==> src/rtl/mux_pkg.sv <==
// Shared definitions for the round-robin N:1 mux: parameter bounds,
// index-width helper and the packet-lock state encoding.
package mux_pkg;

  localparam int N_MIN = 2;
  localparam int N_MAX = 16;
  localparam int W_MIN = 1;

  typedef enum logic {
    ST_UNLOCKED = 1'b0,
    ST_LOCKED   = 1'b1
  } lock_state_t;

  function automatic int idx_w(input int n);
    return (n < 2) ? 1 : $clog2(n);
  endfunction

endpackage

==> src/rtl/rr_arbiter.sv <==
// Combinational rotating-priority arbiter: search starts at ptr, wraps
// modulo N, and yields a one-hot grant plus its binary index.
module rr_arbiter #(
  parameter int N  = 4,
  parameter int IW = 2
) (
  input  logic [N-1:0]  req,
  input  logic [IW-1:0] ptr,
  input  logic          en,
  output logic [N-1:0]  gnt,
  output logic [IW-1:0] gnt_bin
);

  logic          found;
  logic [IW:0]   pos;
  logic [IW-1:0] idx;

  always_comb begin
    gnt     = '0;
    gnt_bin = '0;
    found   = 1'b0;
    pos     = '0;
    idx     = '0;
    for (int i = 0; i < N; i++) begin
      // one extra bit so ptr+i cannot overflow before the wrap
      pos = {1'b0, ptr} + (IW+1)'(i);
      if (pos >= (IW+1)'(N)) pos = pos - (IW+1)'(N);
      idx = pos[IW-1:0];
      if (en && !found && req[idx]) begin
        found    = 1'b1;
        gnt[idx] = 1'b1;
        gnt_bin  = idx;
      end
    end
  end

endmodule

==> src/rtl/mux_n_1_rr.sv <==
// N-input registered mux with round-robin arbitration and valid/ready.
// Optional packet lock on in_last: define MUX_N_1_RR_LAST_LOCK_EN.
//
// state       | meaning
// ST_UNLOCKED | every beat re-arbitrates across all valid channels
// ST_LOCKED   | mid-packet; only lock_ch is eligible, ptr frozen
module mux_n_1_rr
  import mux_pkg::*;
#(
  parameter int N = 4,
  parameter int W = 8
) (
  input  logic                  clk,
  input  logic                  rst_n,
  input  logic [N*W-1:0]        in_data,
  input  logic [N-1:0]          in_valid,
  input  logic [N-1:0]          in_last,
  output logic [N-1:0]          in_ready,
  output logic [W-1:0]          y,
  output logic                  y_valid,
  input  logic                  y_ready,
  output logic [idx_w(N)-1:0]   gnt_idx
);

  localparam int  IW       = idx_w(N);
  localparam bit  PARAM_OK = (N >= N_MIN) && (N <= N_MAX) && (W >= W_MIN);

  if (!PARAM_OK) begin : g_param_check
    $error("mux_n_1_rr: N must be 2..16 and W >= 1");
  end

  logic [IW-1:0] ptr;
  logic [IW-1:0] ptr_nxt;
  logic [N-1:0]  req;
  logic [N-1:0]  gnt;
  logic [IW-1:0] gnt_bin;
  logic [IW-1:0] gnt_inc;
  logic [W-1:0]  win_data;
  logic          load;
  logic          en;
  logic          accept;

  assign load    = !y_valid || y_ready;
  // reset also blocks acceptance so no beat slips in during the reset cycle
  assign en      = load && rst_n;
  assign accept  = |gnt;
  assign in_ready = gnt;
  assign gnt_inc = (gnt_bin == IW'(N-1)) ? '0 : gnt_bin + IW'(1);

  rr_arbiter #(.N(N), .IW(IW)) u_arb (
    .req     (req),
    .ptr     (ptr),
    .en      (en),
    .gnt     (gnt),
    .gnt_bin (gnt_bin)
  );

  always_comb begin
    win_data = '0;
    for (int k = 0; k < N; k++) begin
      if (gnt[k]) win_data = in_data[k*W +: W];
    end
  end

`ifdef MUX_N_1_RR_LAST_LOCK_EN
  lock_state_t   state, state_nxt;
  logic [IW-1:0] lock_ch, lock_ch_nxt;
  logic [N-1:0]  lock_mask;

  assign lock_mask = {{(N-1){1'b0}}, 1'b1} << lock_ch;
  assign req       = (state == ST_LOCKED) ? (in_valid & lock_mask) : in_valid;

  always_ff @(posedge clk) begin
    if (!rst_n) begin
      state   <= ST_UNLOCKED;
      lock_ch <= '0;
    end else begin
      state   <= state_nxt;
      lock_ch <= lock_ch_nxt;
    end
  end

  always_comb begin
    state_nxt   = state;
    lock_ch_nxt = lock_ch;
    ptr_nxt     = gnt_inc;
    case (state)
      ST_UNLOCKED: begin
        if (accept && !in_last[gnt_bin]) begin
          state_nxt   = ST_LOCKED;
          lock_ch_nxt = gnt_bin;
          ptr_nxt     = ptr;
        end
      end
      ST_LOCKED: begin
        ptr_nxt = ptr;
        if (accept && in_last[gnt_bin]) begin
          state_nxt = ST_UNLOCKED;
          ptr_nxt   = gnt_inc;
        end
      end
      default: state_nxt = ST_UNLOCKED;
    endcase
  end
`else
  logic unused_last;

  assign unused_last = ^in_last;
  assign req         = in_valid;
  assign ptr_nxt     = gnt_inc;
`endif

  always_ff @(posedge clk) begin
    if (!rst_n) begin
      y       <= '0;
      y_valid <= 1'b0;
      gnt_idx <= '0;
      ptr     <= '0;
    end else if (accept) begin
      y       <= win_data;
      y_valid <= 1'b1;
      gnt_idx <= gnt_bin;
      ptr     <= ptr_nxt;
    end else if (y_ready) begin
      y_valid <= 1'b0;
    end
  end

endmodule

==> config.mk <==
export PLATFORM = sky130hd
export DESIGN_NAME = mux_n_1_rr
export DESIGN_NICKNAME = d
export VERILOG_FILES = /design/src/rtl/mux_pkg.sv /design/src/rtl/rr_arbiter.sv /design/src/rtl/mux_n_1_rr.sv
export SDC_FILE = /design/constraint.sdc
export NUM_CORES = 1
export LEC_CHECK = 0
export CORE_MARGIN = 2
export CORE_UTILIZATION = 32
export DETAILED_ROUTE_END_ITERATION = 10
export GPL_TIMING_DRIVEN = 0
export PLACE_DENSITY = 0.64
export SKIP_CTS_REPAIR_TIMING = 1
export SLEW_MARGIN = 20
export SYNTH_ARGS = -nofsm -noshare
export SYNTH_HDL_FRONTEND = slang
export SYNTH_SLANG_ARGS = --single-unit
==> constraint.sdc <==
create_clock -name clk -period 10.2 [get_ports clk]
set_input_delay 2.04 -clock clk [delete_from_list [all_inputs] [get_ports clk]]
set_output_delay 2.04 -clock clk [all_outputs]
set_load 0.1 [all_outputs]
* Word level (Yosys, flattened, before mapping) *
Cells that the tools add are included.

storage, ports and cells
  output and inout port bits = 15
  bits in writable memories = 0
  input port bits = 43
  memories kept = 0
  register bits after elaboration = 13
  latch bits = 0
  word-level logic and storage cells = 85
  memory bits (read-only) = 0

operators by class
  divide/modulo/power cells = 0
  add/subtract/negate cells = 8
  multipliers = 0
  bitwise gates (word level) = 3
  magnitude comparators = 12
  equal/unequal tests = 1
  shift-type cells = 0
  muxes and demuxes = 38
  reduce and logical (&&, ||, !) cells = 19

operators by type and width
  cell                 count
  $mux 8               4
  $mux 2               9
  $mux 4               4
  $mux 1               13
  $logic_and 1x1->1    12
  $lt 2x3->1 const B   4
  $or 4x4->4           3
  $ge 3x3->1 const B   3
  $bmux 1 s2           4
  $demux 1 s2          4
  $ge 2x1->1 const B   4
  $sub 2x1->2 const B  4
  $add 2x2->3 const B  2
  $logic_not 1->1      4
  $reduce_or 4->1      1
  $add 2x1->3 const B  1
  $ge 2x3->1 const B   1
  $add 2x1->2 const B  1
  $eq 2x2->1 const B   1
  $reduce_bool 2->1    1
  $logic_or 1x1->1     1

* Longest topological paths before layout *
  word-level depth = 22
  depth in mapped cells = 13
  mapped depth without buffers = 9

* Modules after synthesis *
A second synthesis with hierarchy kept.

unflattened totals
  cell total of the unflattened synthesis = 159
  area total of the unflattened synthesis = 1318.8 um2

modules (own cells, without submodules)
  module      cells an instance  instances  area an instance (um2)
  mux_n_1_rr  96                 1          787.0
  rr_arbiter  63                 1          531.8

* Least setup slack after synthesis *
No wires, ideal clock.

  path type = input -> output
  start point = in y_ready
  end point = out in_ready[1]
  stages on the path = 6
  data arrival time = 4387 ps
  slack = 3773 ps
  cell sequence = nand2b_1 > nand2_1 > o32a_1 > o32a_1 > nand2_1 > buf_1

between the ends
  cells in the longest elaborated chain, start to end = 16
  elaborated cells on any way between the ends = 22
  those cells by class = 7 x mux; 3 x bitwise; 12 x reduce/logical

RTL lines
  element                          line              text
  from (decl)                      mux_n_1_rr.sv:21  input logic y_ready,
  $logic_or 1x1->1 *               mux_n_1_rr.sv:43  assign load = !y_valid || y_ready;
  $logic_and 1x1->1 *              mux_n_1_rr.sv:45  assign en = load && rst_n;
  $logic_and 1x1->1                rr_arbiter.sv:29  if (en && !found && req[idx]) begin
  $mux 1                           rr_arbiter.sv:29
  $logic_not 1->1                  rr_arbiter.sv:29
  $logic_and 1x1->1 (2 in series)  rr_arbiter.sv:29
  $mux 1                           rr_arbiter.sv:29
  $logic_not 1->1                  rr_arbiter.sv:29
  $logic_and 1x1->1 (2 in series)  rr_arbiter.sv:29
  $mux 1                           rr_arbiter.sv:29
  $logic_not 1->1                  rr_arbiter.sv:29
  $logic_and 1x1->1 (2 in series)  rr_arbiter.sv:29
  $mux 4 *                         rr_arbiter.sv:29
  to (decl)                        mux_n_1_rr.sv:18  output logic [N-1:0] in_ready,

Every way passes the cells marked *; elsewhere a longest branch is shown, timed or not.

* Worst setup path in the final report *
  start point = in rst_n
  end point = out in_ready[1]

between the ends
  cells in the longest elaborated chain, start to end = 15
  elaborated cells on any way between the ends = 21
  those cells by class = 7 x mux; 3 x bitwise; 11 x reduce/logical

RTL lines
  element                          line              text
  from (decl)                      mux_n_1_rr.sv:14  input logic rst_n,
  $logic_and 1x1->1 *              mux_n_1_rr.sv:45
  $logic_and 1x1->1                rr_arbiter.sv:29
  $mux 1                           rr_arbiter.sv:29
  $logic_not 1->1                  rr_arbiter.sv:29
  $logic_and 1x1->1 (2 in series)  rr_arbiter.sv:29
  $mux 1                           rr_arbiter.sv:29
  $logic_not 1->1                  rr_arbiter.sv:29
  $logic_and 1x1->1 (2 in series)  rr_arbiter.sv:29
  $mux 1                           rr_arbiter.sv:29
  $logic_not 1->1                  rr_arbiter.sv:29
  $logic_and 1x1->1 (2 in series)  rr_arbiter.sv:29
  $mux 4 *                         rr_arbiter.sv:29

Marked as above.

==> impl_metrics.py <==
metrics = {
    "setup_path": {
        "worst_ep_arrival_time_ps": 5650,
        "worstPathMaxFanout": 10,
        "r2r_cells": 10,
        "worstPathCellList": "clkdlybuf4s50_1 > nand2_1 > o32ai_1 > nand3_1 > nand2_1 > buf_1 > clkdlybuf4s50_1",
        "endpoint_kind": "output port",
        "crit_family": "buffers and inverters",
        "cp-start-kind": "input port",
        "critPathSlowestCell": "clkdlybuf4s50_1",
        "r2r_start": "ptr[1]",
        "crit_start": "rst_n",
        "cp.required_ps": 8160,
        "critPathBufInv": 3,
        "cp.depth": 7,
        "critPathMaxStageDelay_ps": 1220,
        "critical_path_class": "input port to output port",
    },
    "clocking": {
        "h-tree-depth": 1,
        "clock-root-buffer": "clkbuf_8",
        "clock_latency_ps": 240,
        "clk_transition_reported_paths_ps": 50,
        "clock_sinks": 13,
        "cts_tree": "built",
        "numCtsBuffers": 3,
        "clk_path_buf_depth": 2,
    },
    "routing": {
        "antenna_left": 0,
        "drc": 0,
        "vias": 1615,
        "vias_per_cell": 5.63,
        "avgRoutedWirePerCell_um": 14.9,
        "wirelength_um": 4280,
        "firstDrtPassIters": 4,
        "drt-initial-drc-count": 93,
    },
    "logic_synthesis": {
        "synthTopCellsByArea": "dfxtp_1 (18%), nand2b_1 (5.5%), o41ai_1 (5.3%)",
        "syn_area_mm2": 0.00148,
        "yosys.area.top_type": "dfxtp_1",
        "syn_nets": 226,
        "synth_top_cell_area_share_pct": 17.6,
        "synth.distinct_cells": 53,
        "synth_ff_type": "dfxtp_1",
        "syn_inst": 178,
        "async_flop_share_pct": 0,
        "synth-seq-cells": 13,
        "yosysWarnings": 0,
        "synth_edf_count": 0,
        "ys_seq_area_share_pct": 17.6,
        "postSynthAreaPerCell_um2": 8.30,
    },
    "floorplanning": {
        "initial_core_util_pct": 33.5,
        "fp.dieW_um": 72.0,
        "fp-row-count": 24,
        "fp.dieH_um": 72.0,
        "dieArea_mm2": 0.00518,
        "core_mm2": 0.00441,
        "io_pins": 58,
    },
    "global_route": {
        "grt_max_degree": 11,
        "antenna_found_initial": 0,
        "met3_usage_pct": 1.53,
        "grt_overflow": 0,
        "grt_pass1_wl_um": 7060,
        "use_met2_pct": 24.8,
        "top_usage_layer": "met1",
        "gr-usage-met1_pct": 26.3,
        "grt_pass1_vias": 1488,
        "grt_usage_pct": 16.8,
    },
    "timing": {
        "setup_viol": 0,
        "finalSetupTns_ps": 0,
        "max_freq_ghz": 0.130,
        "hold_viol_final": 0,
        "finClkSkew_ps": 0.630,
        "relSlewSlack_pct": 33.5,
        "rsz0062_at_grt": "no",
        "period_needed_ps": 7690,
        "timing.final.ws_setup_ps": 2510,
        "min_period_over_period_pct": 75.4,
        "finalMaxSlewViolations": 0,
        "tightest_slew_ps": 995,
    },
    "power": {
        "power_mw": 0.619,
        "p_leak_nw": 0.782,
        "power_density_mw_per_mm2": 292,
        "ir_drop_mv": 0.109,
    },
    "cells_and_area": {
        "drive_gt1_share_pct": 8.94,
        "layout_commonest_cell": "clkdlybuf4s50_1",
        "nets": 284,
        "fill_cells": 459,
        "area_delta_synth_final_pct": 43.4,
        "num_antenna_cells": 0,
        "multiInputGateArea_mm2": 0.00109,
        "final_cell_mix": "clkdlybuf4s50_1 (53), inv_1 (16), nand2b_1 (13), dfxtp_1 (13), nand2_1 (11)",
        "seqCellArea_um2": 260,
        "utilization_pct": 48.0,
    },
    "placed_design": {
        "hpwl_um": 3420,
        "portBuffers": 53,
        "place.gp.congestion": 0.825,
        "dp_slack_ps": 2520,
    },
    "flow_run": {
        "cap_violations": 0,
    },
    "run_status": {
        "status": "complete, no violations",
    },
    "min_path": {
        "hp-class": "flip-flop to flip-flop",
        "hold_depth": 2,
        "hold_start": "y_valid",
    },
}
where the power goes:
group	switching, mW	internal, mW
clock	0.0176	0.0275
combinational	0.328	0.167
sequential	0.0101	0.0696
final cells by class:
class	instances	area share, %
Sequential cell	13	12.3
Multi-Input combinational cell	136	51.3
Clock buffer	4	2.13
Buffer	13	3.31
Tap cell	52	3.07
Timing Repair Buffer	53	25.0
Inverter	16	2.84
flip-flops by register name (all words and copies together), names as in the netlist, named ones only:
signal	count
y_valid	1
y	8
gnt_idx	2
ptr	1
cells in the mapped netlist (all sizes together), types with 2 or more instances:
cell type / n
inv: 16
dfxtp: 13
nand2b: 13
nand2: 11
a31oi: 9
o41ai: 9
a21boi: 8
buf: 8
nor4b: 8
o311ai: 8
o31ai: 8
mux2i: 6
clkbuf: 5
ha: 5
nor3: 5
a21oi: 4
and3: 3
mux2: 3
nand3: 3
a211oi: 2
mux4: 2
nor2b: 2
o22ai: 2
o32a: 2
o32ai: 2
or3: 2
worst register-to-register path, stage by stage (launching register included):
cell and delay, ps:
dfxtp_1 390, buf_6 160, inv_1 90, ha_1 280
buf_2 190, mux2_1 370, o32a_1 380, o32ai_1 880
nor4b_1 120, o311ai_1 450, a31oi_1 140
metal layers:
layer	share of wire (%)	vias to the layer above
li1	-	816
met1	51	754
met2	44	41
met3	4.3	4
met4	0.70	0
met5	0	-
through the flow:
stage | area [um2] | hold slack, ps | instances
2_1_floorplan | 1480 | 686 | 178
3_3_place_gp | 2070 | 538 | 283
3_5_place_dp | 2070 | 551 | 283
4_1_cts | 2120 | 564 | 287
5_1_grt | 2120 | 573 | 287
6_report | 2120 | 556 | 287
worst paths after layout:
check / end / slack (ps)
hold reg to reg: y_valid / 560
setup / recovery: in_ready[1] / 2510
setup reg to reg: y[6] / 6590
hold / removal: y_valid / 560
cells by family after synthesis:
kind of cell / count (synthesis) / synth area share [%]
AO/OA/AOI/OAI: 66 / 36.3
XOR/XNOR: 1 / 0.593
adder cells (fa/ha/maj): 5 / 4.23
buffers and inverters: 29 / 8.81
flip-flops: 13 / 17.6
multiplexers: 11 / 9.40
AND/OR/NAND/NOR: 53 / 23.0
(Power assumes the default switching activity.)
